--- src/rtl/time_counter.sv ---
// MM:SS stopwatch with a start/stop/clear FSM, a one-second prescaler and BCD
// digits advanced through CSA incrementers. Define TIME_COUNTER_LAP_EN for lap freeze.

// W-bit adder (a + b + ci) used as the per-digit incrementer.
module time_counter_csa #(
   parameter int W = 4
) (
   input  logic [W-1:0] a,
   input  logic [W-1:0] b,
   input  logic         ci,
   output logic [W-1:0] s,
   output logic         co
);

   always_comb begin
      logic c;
      // NOTE: always_comb uses blocking '=' and assigns every output first, so no latch is inferred.
      s = '0;
      c = ci;
      for (int i = 0; i < W; i++) begin
         s[i] = a[i] ^ b[i] ^ c;
         c    = (a[i] & b[i]) | (c & (a[i] ^ b[i]));
      end
      co = c;
   end

endmodule

module time_counter #(
   parameter int TICKS_PER_SEC = 100000000,
   parameter int DIGIT_WIDTH   = 4
) (
   input  logic                   clk,
   input  logic                   reset,
   input  logic                   start_stop,
   input  logic                   clear,
   input  logic                   lap,
   output logic [DIGIT_WIDTH-1:0] sec_ones,
   output logic [DIGIT_WIDTH-1:0] sec_tens,
   output logic [DIGIT_WIDTH-1:0] min_ones,
   output logic [DIGIT_WIDTH-1:0] min_tens,
   output logic                   running,
   output logic                   wrap
);

   localparam int PW = (TICKS_PER_SEC > 2) ? $clog2(TICKS_PER_SEC) : 1;
   localparam logic [PW-1:0] PRESC_MAX = PW'(TICKS_PER_SEC - 1);

   // Digit order: 0 = sec_ones, 1 = sec_tens, 2 = min_ones, 3 = min_tens.
   localparam logic [3:0][DIGIT_WIDTH-1:0] DIGIT_MAX = {
      DIGIT_WIDTH'(5), DIGIT_WIDTH'(9), DIGIT_WIDTH'(5), DIGIT_WIDTH'(9)
   };

   typedef enum logic [1:0] {
      IDLE  = 2'd0,
      RUN   = 2'd1,
      PAUSE = 2'd2
   } state_t;

   state_t                        state_q, state_d;
   logic [PW-1:0]                 presc_q, presc_d;
   logic [3:0][DIGIT_WIDTH-1:0]   digit_q, digit_d;
   logic                          wrap_q, wrap_d;

   logic                          count_en;
   logic [4:0]                    carry;
   logic [3:0]                    at_max;
   logic [3:0]                    inc_co;
   logic [3:0][DIGIT_WIDTH-1:0]   inc_sum;

   // ---------------------------------------------------------------- FSM
   always_comb begin
      state_d = state_q;
      if (clear) begin
         state_d = (state_q == RUN) ? RUN : IDLE;
      end else if (start_stop) begin
         unique case (state_q)
            IDLE:    state_d = RUN;
            RUN:     state_d = PAUSE;
            PAUSE:   state_d = RUN;
            default: state_d = IDLE;
         endcase
      end
   end

   // The pausing edge does not consume a prescaler count, so a resumed second
   // completes after exactly the cycles it had left.
   assign count_en = (state_q == RUN) && !clear && !start_stop;

   // ---------------------------------------------------------------- prescaler
   always_comb begin
      presc_d = presc_q;
      if (state_q == IDLE || clear) begin
         presc_d = '0;
      end else if (count_en) begin
         presc_d = (presc_q == PRESC_MAX) ? '0 : presc_q + 1'b1;
      end
   end

   // ---------------------------------------------------------------- digits
   for (genvar i = 0; i < 4; i++) begin : g_digit
      time_counter_csa #(
         .W (DIGIT_WIDTH)
      ) u_csa (
         .a  (digit_q[i]),
         .b  ({DIGIT_WIDTH{1'b0}}),
         .ci (1'b1),
         .s  (inc_sum[i]),
         .co (inc_co[i])
      );
      assign at_max[i] = (digit_q[i] >= DIGIT_MAX[i]);
   end

   always_comb begin
      carry    = '0;
      carry[0] = count_en && (presc_q == PRESC_MAX);
      for (int i = 0; i < 4; i++) begin
         carry[i+1] = carry[i] & at_max[i];
      end
   end

   always_comb begin
      digit_d = digit_q;
      for (int i = 0; i < 4; i++) begin
         if (clear) begin
            digit_d[i] = '0;
         end else if (carry[i]) begin
            // Any digit at or beyond its limit returns to 0, keeping the digits BCD.
            digit_d[i] = (at_max[i] || inc_co[i]) ? '0 : inc_sum[i];
         end
      end
   end

   assign wrap_d = carry[4];

   // ---------------------------------------------------------------- registers
   always_ff @(posedge clk) begin
      // NOTE: sequential state uses non-blocking '<=' so every flop samples pre-edge values.
      if (reset) begin
         state_q <= IDLE;
         presc_q <= '0;
         digit_q <= '0;
         wrap_q  <= 1'b0;
      end else begin
         state_q <= state_d;
         presc_q <= presc_d;
         digit_q <= digit_d;
         wrap_q  <= wrap_d;
      end
   end

   assign running = (state_q == RUN);
   assign wrap    = wrap_q;

   // ---------------------------------------------------------------- display
`ifdef TIME_COUNTER_LAP_EN
   logic                        freeze_q, freeze_d;
   logic [3:0][DIGIT_WIDTH-1:0] hold_q, hold_d;

   always_comb begin
      freeze_d = freeze_q;
      hold_d   = hold_q;
      if (clear || state_d == IDLE) begin
         freeze_d = 1'b0;
      end else if (lap && state_q == RUN) begin
         freeze_d = !freeze_q;
         if (!freeze_q) begin
            hold_d = digit_q;
         end
      end
   end

   always_ff @(posedge clk) begin
      // NOTE: the held display is reset too, so nothing stale can ever be shown.
      if (reset) begin
         freeze_q <= 1'b0;
         hold_q   <= '0;
      end else begin
         freeze_q <= freeze_d;
         hold_q   <= hold_d;
      end
   end

   assign sec_ones = freeze_q ? hold_q[0] : digit_q[0];
   assign sec_tens = freeze_q ? hold_q[1] : digit_q[1];
   assign min_ones = freeze_q ? hold_q[2] : digit_q[2];
   assign min_tens = freeze_q ? hold_q[3] : digit_q[3];
`else
   logic lap_unused;
   assign lap_unused = lap;

   assign sec_ones = digit_q[0];
   assign sec_tens = digit_q[1];
   assign min_ones = digit_q[2];
   assign min_tens = digit_q[3];
`endif

endmodule

--- config.mk ---
export PLATFORM = sky130hd
export DESIGN_NAME = time_counter
export DESIGN_NICKNAME = d
export VERILOG_FILES = /design/src/rtl/time_counter.sv
export SDC_FILE = /design/constraint.sdc
export NUM_CORES = 1
export LEC_CHECK = 0
export CAP_MARGIN = 20
export CORE_AREA = 2 2 89 57
export DETAILED_ROUTE_END_ITERATION = 10
export DIE_AREA = 0 0 91 59
export DONT_BUFFER_PORTS = 1
export PLACE_DENSITY = 0.71
export SETUP_SLACK_MARGIN = 0.15
export SLEW_MARGIN = 25
export SYNTH_ARGS = -nofsm -noshare
export SYNTH_HDL_FRONTEND = slang
export SYNTH_SLANG_ARGS = --single-unit
--- constraint.sdc ---
create_clock -name clk -period 2.05 [get_ports clk]
set_clock_uncertainty 0.05 [all_clocks]
set_input_delay 0.41 -clock clk [delete_from_list [all_inputs] [get_ports clk]]
set_output_delay 0.41 -clock clk [all_outputs]
set_load 0.01 [all_outputs]
==> reports/summary.json, run 1 <==
{
  "worstSetupEndpoint": "min_tens[2]",
  "fmax_mhz": 523.3,
  "finalHoldViolations": 0,
  "total_of_endpoints_with_negative_setup_slack_in_the_final_report": 0,
  "outcome": "complete, no violations",
  "num_antenna_cells": 0,
  "finalNonFillerCells": 383,
  "io-pin-count": 23,
  "die_width_um": 91,
  "share_of_synthesized_registers_carrying_an_async_set_or_reset_pct": 0,
  "synthesis.instances": 276,
  "antenna_found_initial": 0,
  "hold_path.class": "in -> reg",
  "reg2reg_slack_ns": 0.14,
  "synth_top_area_share_pct": 38.19,
  "layout.nets": 345,
  "dpl.hpwl_um": 3708,
  "routed-via-count": 2035,
  "grt_pass1_wl_um": 8631,
  "maxCapViolCount": 0,
  "cts_num_sinks": 46,
  "sequential_area_share_after_synthesis_pct": 38.19,
  "clockBufferDepth": 2,
  "critical_path_class": "reg -> reg",
  "tritoncts_clock_tree": "done",
  "worst_ep_required_time_ns": 2.23,
  "yosys_most_used_dff": "sky130_fd_sc_hd__dfxtp_1",
  "cp.depth": 6,
  "setup_tns_ns": 0,
  "syn_avg_cell_area_um2": 8.736,
  "areaGrowthSynthToFinish_pct": 26.00,
  "routed_wire_length_per_instance_um": 14.10,
  "postSynthRegisterBits": 46,
  "die_height_um": 59,
  "layout-drive-gt1-share_pct": 29.38,
  "design.core.area_um2": 4469,
  "grt_setup_unrepaired": "true",
  "row_count": 19,
  "clock-root-buffer": "sky130_fd_sc_hd__clkbuf_8",
  "fp.dieArea_um2": 5369,
  "slew_violations": 0,
  "critical_path.max_fanout": 5,
  "post_synth_instance_area_um2": 2411,
  "crit_family": "simple AND/OR/NAND/NOR gates",
  "insertion_delay_ns": 0.30,
  "detail-route-antenna-nets": 0,
  "most_common_cell_in_the_synthesized_netlist": "sky130_fd_sc_hd__dfxtp_1",
  "drt_wl_total_um": 5400,
  "drt_iter0_drcs": 148,
  "r2r-end": "min_tens[2]",
  "track_usage_pct": 20.20,
  "drt-pass1-iter-count": 4,
  "synth-edff-count": 0,
  "timing.reg2reg.worst_path_depth": 6,
  "cpPeakStageDelay_ns": 0.55,
  "period_share_pct": 93.22,
  "cts_max_level": 2,
  "worst_setup_hold_path_clk_slew_ns": 0.09,
  "worstPathCellList": "and4b_2, nand4_4, or4_4, nor4_4, buf_4, mux2i_1",
  "post-route-util_pct": 67.97,
  "critical_path_buf_inv_count": 1,
  "crit_path_start": "state_q[0]",
  "power.density_cell_area_nw_per_um2": 494.4,
  "synth_warnings": 0,
  "drc": 0,
  "period_minus_slack_ns": 1.911,
  "yosys-top-cells-count": "46 x sky130_fd_sc_hd__dfxtp_1, 37 x sky130_fd_sc_hd__nor2_1, 29 x sky130_fd_sc_hd__nand2_1, 21 x sky130_fd_sc_hd__ha_1, 19 x sky130_fd_sc_hd__nand3_1",
  "cp-start-kind": "register",
  "cts_made_buffers": 5,
  "globalplace.congestion": 0.8693,
  "post-synth-top-area-cell": "sky130_fd_sc_hd__dfxtp_1",
  "crit_path_top_delay_cell": "sky130_fd_sc_hd__or4_4",
  "synth_fp_nets": 302,
  "worstSetupEndpointType": "register",
  "power.static_leakage_nw": 1.221,
  "avgViaCountPerCell": 5.313,
  "setup_slack_ns": 0.1391,
  "ir_drop_v": 0.0002607,
  "worst_r2r_startpoint": "state_q[0]",
  "transition_at_the_pin_with_the_smallest_max_transition_slack_ns": 0.4232,
  "globalRouteOverflowTotal": 0,
  "placed_cells": 362,
  "max_slew_margin_pct": 71.70,
  "synth.top_cells.by_area": "sky130_fd_sc_hd__dfxtp_1 38%, sky130_fd_sc_hd__ha_1 11%, sky130_fd_sc_hd__nor2_1 5.8%",
  "pre_cts_ws_ns": 0.02127,
  "start_util_pct": 53.95,
  "buffer_ports.inserted": 0,
  "timing.hold.ws_ns": 0.1215,
  "worst-endpoint-arrival_ns": 2.09,
  "largest_net_degree_at_the_start_of_global_routing": 27,
  "via_count_of_the_first_global_routing_pass": 1841,
  "synth_cell_types": 36
}
==> final cells by class <==
class | count | area, µm²
sequential | 46 | 943.4
fill | 360 | 1431
inverter | 10 | 37.54
tap | 63 | 78.83
clock buffer | 7 | 86.33
clock inverter | 1 | 5.005
multi-input combinational | 211 | 1520
timing repair buffer | 45 | 366.6
==> kinds of logic after synthesis <==
family | share of synthesized area [%]
and+or+nand+nor | 30.72
adders and majority gates | 10.90
buffers and inverters | 3.217
AOI/OAI and AO/OA | 3.684
xor gates and xnor gates | 9.081
DFF | 38.19
muxes | 4.204
==> sequential cells by signal, indices dropped and copies added, names as in the netlist <==
register / count
presc_q: 27
min_ones: 4
min_tens: 4
sec_ones: 4
sec_tens: 4
state_q: 2
wrap: 1
==> power by group <==
part | internal [mW] | switching (mW) | total (mW) | leakage [nW]
Clock | 0.272 | 0.297 | 0.570 | 0.0482
Sequential | 0.893 | 0.00142 | 0.894 | 0.379
Combinational | 0.0153 | 0.0228 | 0.0381 | 0.794
==> layout by cell type, fill, tap and decap left out, drive strengths merged <==
master	synthesis	layout
nor4b	1	1
nand4	11	11
nand2b	3	3
a21oi	4	4
o31ai	2	2
clkbuf	4	7
and2	5	5
nor3	8	8
or2	1	1
and4	6	6
xnor2	11	11
nor3b	3	3
or4	1	1
o21ai	6	6
nor2	38	38
a211oi	2	2
buf	5	45
nor2b	2	2
and3	5	5
dfxtp	46	46
a31o	1	1
nor4	6	6
mux2	1	1
ha	21	21
nand2	29	29
and4b	1	1
nor4bb	1	1
clkinv	0	1
xor2	14	14
mux2i	9	9
inv	10	10
nand3	19	19
==> how the worst min path moves through the flow <==
| stage | from | to | slack (ns) | cells after the start |
|---|---|---|---|---|
| after CTS | reset | state_q[0] | 0.11 | 1 |
| final | reset | state_q[0] | 0.12 | 1 |
| after floorplan | state_q[0] | state_q[0] | 0.42 | 2 |
| after detailed placement | reset | state_q[0] | 0.43 | 1 |
| after global placement | reset | state_q[0] | 0.43 | 1 |
| after global routing | reset | wrap | 0.11 | 1 |
==> per-layer routing <==
layer | up-vias | GRT usage [%] | wire [µm]
met4 | 0 | 6.277 | 31
met1 | 938 | 29.65 | 2741
met5 | - | 0 | 0
met2 | 57 | 28.99 | 2273
li1 | 1036 | - | -
met3 | 4 | 5.471 | 353
==> stage by stage <==
stage	cell area (µm²)	power [mW]
after floorplan	2462	0.9418
after detailed placement	2729	0.9532
after CTS	2899	1.513
after global placement	2729	0.9531
after global routing	3038	1.558
final	3038	1.502
==> timing repair <==
item,in CTS,in global routing
pin swaps,2,9
hold buffers,0,0
setup buffers,6,7
setup endpoints to repair,34,31
hold endpoints to repair,0,0
gates resized for setup,6,26
(Power assumes the default switching activity.)
==> inputs of run 2 (changes only) <==
- SLEW_MARGIN: 25 -> default
==> results of run 2 <==
The final DEF is identical to that of run 1; final timing and power are the same.
